<file path="src/rtl/wtg_predictor.sv">
// Direct-mapped branch predictor with per-entry saturating counters and targets.
// Also resolves control transfers and emits a registered redirect on mispredict.
`ifndef IM_ADDR_BIT
`define IM_ADDR_BIT 32
`endif
`ifndef WTG_OP_BIT
`define WTG_OP_BIT 4
`define WTG_OP_NOP  4'd0
`define WTG_OP_J26  4'd1
`define WTG_OP_J32  4'd2
`define WTG_OP_BEQ  4'd3
`define WTG_OP_BNE  4'd4
`define WTG_OP_BLTZ 4'd5
`define WTG_OP_BLEZ 4'd6
`define WTG_OP_BGTZ 4'd7
`define WTG_OP_BGEZ 4'd8
`endif

module wtg_predictor #(
  parameter int ADDR_BIT = `IM_ADDR_BIT,
  parameter int ENTRIES  = 16,
  parameter int CTR_BIT  = 2
) (
  input  logic                   clk,
  input  logic                   rst_n,
  input  logic [ADDR_BIT-1:0]    fetch_pc,
  output logic                   pred_taken,
  output logic [ADDR_BIT-1:0]    pred_target,
  input  logic                   res_valid,
  input  logic [`WTG_OP_BIT-1:0] res_op,
  input  logic [ADDR_BIT-1:0]    res_pc,
  input  logic [ADDR_BIT-1:0]    res_pc_4,
  input  logic [ADDR_BIT-1:0]    res_imm,
  input  logic signed [31:0]     res_x,
  input  logic signed [31:0]     res_y,
  input  logic                   res_pred_taken,
  input  logic [ADDR_BIT-1:0]    res_pred_target,
  output logic                   redirect,
  output logic [ADDR_BIT-1:0]    redirect_pc,
  output logic [31:0]            stat_branches,
  output logic [31:0]            stat_mispred
);

  localparam int IDX     = $clog2(ENTRIES);
  localparam int TAG_BIT = ADDR_BIT - IDX - 2;
  localparam logic [CTR_BIT-1:0] CTR_MAX = {CTR_BIT{1'b1}};
  localparam logic [CTR_BIT-1:0] CTR_WT  = CTR_BIT'(1) << (CTR_BIT - 1);
  localparam logic [CTR_BIT-1:0] CTR_WNT = CTR_WT - CTR_BIT'(1);

  logic                valid_q [ENTRIES];
  logic                valid_d [ENTRIES];
  logic [TAG_BIT-1:0]  tag_q   [ENTRIES];
  logic [TAG_BIT-1:0]  tag_d   [ENTRIES];
  logic [ADDR_BIT-1:0] tgt_q   [ENTRIES];
  logic [ADDR_BIT-1:0] tgt_d   [ENTRIES];
  logic [CTR_BIT-1:0]  ctr_q   [ENTRIES];
  logic [CTR_BIT-1:0]  ctr_d   [ENTRIES];

  logic                redirect_q, redirect_d;
  logic [ADDR_BIT-1:0] redirect_pc_q, redirect_pc_d;
  logic [31:0]         stat_branches_q, stat_branches_d;
  logic [31:0]         stat_mispred_q, stat_mispred_d;

  // Lookup: reads only registered state, so a same-cycle update is not bypassed.
  logic [IDX-1:0]     fetch_idx;
  logic [TAG_BIT-1:0] fetch_tag;
  logic               fetch_hit;

  always_comb begin
    fetch_idx   = fetch_pc[IDX+1:2];
    fetch_tag   = fetch_pc[ADDR_BIT-1:IDX+2];
    fetch_hit   = valid_q[fetch_idx] && (tag_q[fetch_idx] == fetch_tag);
    pred_taken  = fetch_hit && ctr_q[fetch_idx][CTR_BIT-1];
    pred_target = fetch_hit ? tgt_q[fetch_idx] : fetch_pc + ADDR_BIT'(4);
  end

  // Resolution of the instruction presented on the res_* bus.
  logic                is_xfer;
  logic                taken;
  logic [ADDR_BIT-1:0] target;
  logic [ADDR_BIT-1:0] actual_next;
  logic                mispred;
  logic                x_neg, x_zero;

  always_comb begin
    x_neg   = res_x[31];
    x_zero  = (res_x == 32'sd0);
    is_xfer = 1'b1;
    taken   = 1'b0;
    target  = res_imm + res_pc_4;
    case (res_op)
      `WTG_OP_J26: begin
        taken  = 1'b1;
        target = res_imm;
      end
      `WTG_OP_J32: begin
        taken  = 1'b1;
        target = res_x[ADDR_BIT-1:0];
      end
      `WTG_OP_BEQ:  taken = (res_x == res_y);
      `WTG_OP_BNE:  taken = (res_x != res_y);
      `WTG_OP_BLTZ: taken = x_neg;
      `WTG_OP_BLEZ: taken = x_neg || x_zero;
      `WTG_OP_BGTZ: taken = !x_neg && !x_zero;
      `WTG_OP_BGEZ: taken = !x_neg;
      default:      is_xfer = 1'b0;
    endcase
    actual_next = taken ? target : res_pc_4;
    mispred     = res_valid && is_xfer &&
                  ((taken != res_pred_taken) || (taken && (res_pred_target != target)));
  end

  // Table update for the resolving entry.
  logic [IDX-1:0]     res_idx;
  logic [TAG_BIT-1:0] res_tag;
  logic               res_hit;
  logic               do_update;

  always_comb begin
    res_idx   = res_pc[IDX+1:2];
    res_tag   = res_pc[ADDR_BIT-1:IDX+2];
    res_hit   = valid_q[res_idx] && (tag_q[res_idx] == res_tag);
    do_update = res_valid && is_xfer;
    for (int i = 0; i < ENTRIES; i++) begin
      valid_d[i] = valid_q[i];
      tag_d[i]   = tag_q[i];
      tgt_d[i]   = tgt_q[i];
      ctr_d[i]   = ctr_q[i];
    end
    if (do_update) begin
      if (res_hit) begin
        if (taken) begin
          tgt_d[res_idx] = target;
          if (ctr_q[res_idx] != CTR_MAX)
            ctr_d[res_idx] = ctr_q[res_idx] + CTR_BIT'(1);
        end else if (ctr_q[res_idx] != '0) begin
          ctr_d[res_idx] = ctr_q[res_idx] - CTR_BIT'(1);
        end
      end else if (taken) begin
        // Tag mismatch on an aliased index simply evicts the resident entry.
        valid_d[res_idx] = 1'b1;
        tag_d[res_idx]   = res_tag;
        tgt_d[res_idx]   = target;
        ctr_d[res_idx]   = CTR_WT;
      end
    end
  end

  always_comb begin
    redirect_d      = mispred;
    redirect_pc_d   = mispred ? actual_next : redirect_pc_q;
    stat_branches_d = stat_branches_q;
    stat_mispred_d  = stat_mispred_q;
    if (do_update && (stat_branches_q != 32'hFFFF_FFFF))
      stat_branches_d = stat_branches_q + 32'd1;
    if (mispred && (stat_mispred_q != 32'hFFFF_FFFF))
      stat_mispred_d = stat_mispred_q + 32'd1;
  end

  always_ff @(posedge clk or negedge rst_n) begin
    if (!rst_n) begin
      for (int i = 0; i < ENTRIES; i++) begin
        valid_q[i] <= 1'b0;
        tag_q[i]   <= '0;
        tgt_q[i]   <= '0;
        ctr_q[i]   <= CTR_WNT;
      end
      redirect_q      <= 1'b0;
      redirect_pc_q   <= '0;
      stat_branches_q <= '0;
      stat_mispred_q  <= '0;
    end else begin
      for (int i = 0; i < ENTRIES; i++) begin
        valid_q[i] <= valid_d[i];
        tag_q[i]   <= tag_d[i];
        tgt_q[i]   <= tgt_d[i];
        ctr_q[i]   <= ctr_d[i];
      end
      redirect_q      <= redirect_d;
      redirect_pc_q   <= redirect_pc_d;
      stat_branches_q <= stat_branches_d;
      stat_mispred_q  <= stat_mispred_d;
    end
  end

  assign redirect      = redirect_q;
  assign redirect_pc   = redirect_pc_q;
  assign stat_branches = stat_branches_q;
  assign stat_mispred  = stat_mispred_q;

endmodule

</file>
<file path="config.mk">
export PLATFORM = sky130hd
export DESIGN_NAME = wtg_predictor
export DESIGN_NICKNAME = d
export VERILOG_FILES = /design/src/rtl/wtg_predictor.sv
export SDC_FILE = /design/constraint.sdc
export NUM_CORES = 2
export LEC_CHECK = 0
export BUFFER_PORTS_ARGS = -buffer_cell sky130_fd_sc_hd__clkbuf_2
export CORE_MARGIN = 2
export CORE_UTILIZATION = 40
export CTS_CLUSTER_SIZE = 8
export DETAILED_ROUTE_END_ITERATION = 8
export PLACE_DENSITY = 0.58
export SETUP_SLACK_MARGIN = 0.3
export SLEW_MARGIN = 20
export SYNTH_ARGS = -nofsm -noshare
export SYNTH_HDL_FRONTEND = slang
export SYNTH_SLANG_ARGS = --single-unit
</file>
<file path="constraint.sdc">
create_clock -name clk -period 11.6 [get_ports clk]
set_clock_uncertainty 0.1 [all_clocks]
set_input_delay 3.48 -clock clk [delete_from_list [all_inputs] [get_ports clk]]
set_output_delay 3.48 -clock clk [all_outputs]
set_load 0.01 [all_outputs]
</file>
==> out/qor.yml <==
worst_setup_path:
  worst-setup-path-type: "in -> out"
  rrSetupSlack_ns: 6.51
  crit_chain: "buf_8, buf_4, mux4_2, mux4_2, xnor2_1, nand4_1, nor4_1, nand4_1, buf_12, a21oi_1, clkbuf_2"
  start_kind: "input pin"
  critPathTopFamily: "buffers and inverters"
  endpoint_kind: "output port"
  crit_required_ns: 8.02
  critPathSlowestCell: "a21oi_1"
  crit_buf_inv: 4
  arrival_ns: 7.39
  max_stage_delay_ns: 0.55
  cp_max_fo: 60
grt:
  grt_max_degree: 192
  track_usage_pct: 23.8
  grt_pass1_vias: 39529
  grt.overflow.total: 0
  grt_antenna_before_repair: 10
  grt_pass1_wl_mm: 259
die:
  dieArea_um2: 144000
  fp.dieH_um: 380
  pin_count: 362
  rows: 137
  die_x_um: 380
  initial_core_util_pct: 40.4
  core_area_um2: 140000
detailed_routing:
  drcViolationCount: 0
  firstDrtPassIters: 5
  via_per_inst: 5.84
  ant_nets: 0
  wirelength_mm: 172
  drtIter0Drc: 3249
  num_vias: 38784
  routedWlPerCell_um: 25.9
power:
  powerDensity_nw_per_um2: 165
  ir_worst_vdd_mv: 0.117
  p_comb_share_pct: 18.0
  p_clk_share_pct: 38.8
  p_sw_share_pct: 27.9
  intPower_mw: 7.64
  p_leak_nw: 28.9
  netSwitchingPower_mw: 2.95
  power_frac_seq_pct: 43.2
placement:
  gp_congestion: 0.923
  port_buffers: 359
  placedInstanceArea_um2: 59900
  dp.cells: 6452
  hpwl_mm: 109
timing:
  post-route-min-period_ns: 10.97
  hold_viol_final: 0
  slew_headroom_pct: 21.7
  tns_ns: 0
  slew_viol_final: 0
  max_freq_mhz: 91.2
  rsz0062_at_grt: "no"
  fin_crit_sh_pct: 94.5
  setup_violations: 0
  worstMarginPinSlew_ns: 1.17
  hold_ws_ns: 0.365
yosys:
  synth_area_um2: 56500
  ys_types: 90
  ys.flop_type: "dfrtp_1"
  synth_top_area_share_pct: 46.8
  avgSynthCellArea_um2: 12.5
  yosysMostFrequentCell: "dfrtp_1"
  synth_seq_cells: 1073
  synth_cells: 4517
  ys_top_cells_by_area: "dfrtp_1 47%, mux4_2 18%, mux2_2 10%, o21ai_0 4.1%, nand2_1 3.6%"
  async_flop_share_pct: 100
  synthTopCellsByCount: "1,057 x dfrtp_1, 543 x nand2_1, 510 x mux2_2"
  synth_edf_count: 0
  synth_area_leader_cell: "dfrtp_1"
  synth-seq-area-share_pct: 47.6
  synth_warnings: 0
  synth.net_count: 4786
layout:
  nFillCells: 12768
  layout-drive-gt1-share_pct: 35.7
  final_cells: 6640
  final_util_pct: 45.9
  final_cell_area_um2: 64200
  area_growth_pct: 13.7
  layout.nets: 5002
job:
  drv_cap: 0
outcome:
  status: "completed"
cts:
  cts_num_sinks: 1073
  clk_pin_slew_ns: 0.05
  cts_setup_buffers: 0
  root_buffer: "clkbuf_16"
  cts.repair.resized: 0
  hold_buffers: 0
  ctsLongestPathBuffers: 3
  worstSkewPairLatency_ns: 0.79
  cts_buffers: 154
  htreeDepth: 4
  cts_tree: "built"
hold_path:
  hp-class: "reg -> reg"
[layout make-up]
type / instances / area, um2 / area share (%)
clock inverter: 14 / 216 / 0.337
inverter: 41 / 154 / 0.240
sequential: 1073 / 26900 / 41.8
timing repair buffer: 460 / 2750 / 4.29
multi-input combinational: 3003 / 27800 / 43.3
clock buffer: 172 / 4050 / 6.30
antenna: 1 / 2.50 / 0.00390
tap: 1876 / 2350 / 3.65
[routing by layer]
layer	up-vias	wire [um]	GRT usage, %
li1	16996	-	-
met1	20077	77600	34.3
met2	1360	77000	36.1
met3	337	11900	4.95
met4	14	5250	7.75
met5	-	83	0
[through the flow]
step	setup WS (ns)	total power [mW]
final	0.635	10.6
after global routing	0.565	11.1
after CTS	0.759	10.7
after detailed placement	0.766	6.53
after global placement	0.747	6.47
after floorplan	1.22	5.83
[worst min-delay path, cell delays in order (launching register included)]
cell	delay [ns]
dfstp_2	0.36
inv_1	0.04
mux2i_1	0.06
[cells by family (layout without fill, tap and decap cells)]
kind of cell	Yosys count	after routing	share of synthesized area [%]
adders and majority gates	37	37	0.833
DFF	1073	1073	47.6
buffers and inverters	441	687	3.37
xor gates and xnor gates	212	212	3.29
other	0	1	0
and+or+nand+nor	1026	1026	8.42
muxes	1027	1027	29.5
AOI/OAI and AO/OA	701	701	7.04
[worst paths after layout]
check	start	to	depth (start not counted)
hold reg to reg	ctr_q[16]$_DFFE_PN1P_	ctr_q[16]$_DFFE_PN1P_	2
min in group asynchronous	rst_n	tag_q[407]$_DFFE_PN0P_	1
hold / removal	ctr_q[16]$_DFFE_PN1P_	ctr_q[16]$_DFFE_PN1P_	2
setup reg to reg	tag_q[315]$_DFFE_PN0P_	tag_q[55]$_DFFE_PN0P_	9
setup / recovery	fetch_pc[2]	pred_target[20]	11
max in group asynchronous	rst_n	tgt_q[32]$_DFFE_PN0P_	4
[registers in the layout (all words and copies together) (netlist names)]
name,cells
ctr_q,32
redirect,1
redirect_pc,32
stat_branches,32
stat_mispred,32
tag_q,416
tgt_q,512
valid_q,16
[layout by cell type (no fill, tap or decap), drive strengths merged, types with 7 or more instances in the layout]
cell type,instances
dfrtp,1057
mux2,556
nand2,543
clkbuf,524
o21ai,466
mux4,445
nor2,136
buf,108
xnor2,107
xor2,105
a21oi,101
nand3,86
nand4,62
inv,48
nor3,37
ha,36
nor4,34
and3,28
mux2i,26
nand2b,26
a22oi,18
dfstp,16
and2,13
a31oi,13
a211oi,11
or3,11
nor2b,10
a21o,9
and4,8
nor4b,7
o211ai,7
o21bai,7
a21boi,7
[power groups by stage]
stage,logic (mW),clock network (mW),registers (mW)
floorplan,1.27,0,4.56
CTS,1.91,4.20,4.57
global placement,1.87,0,4.60
detailed placement,1.90,0,4.63
finish,1.90,4.11,4.58
global route,2.07,4.37,4.64
Power figures use the tool's default switching activity.
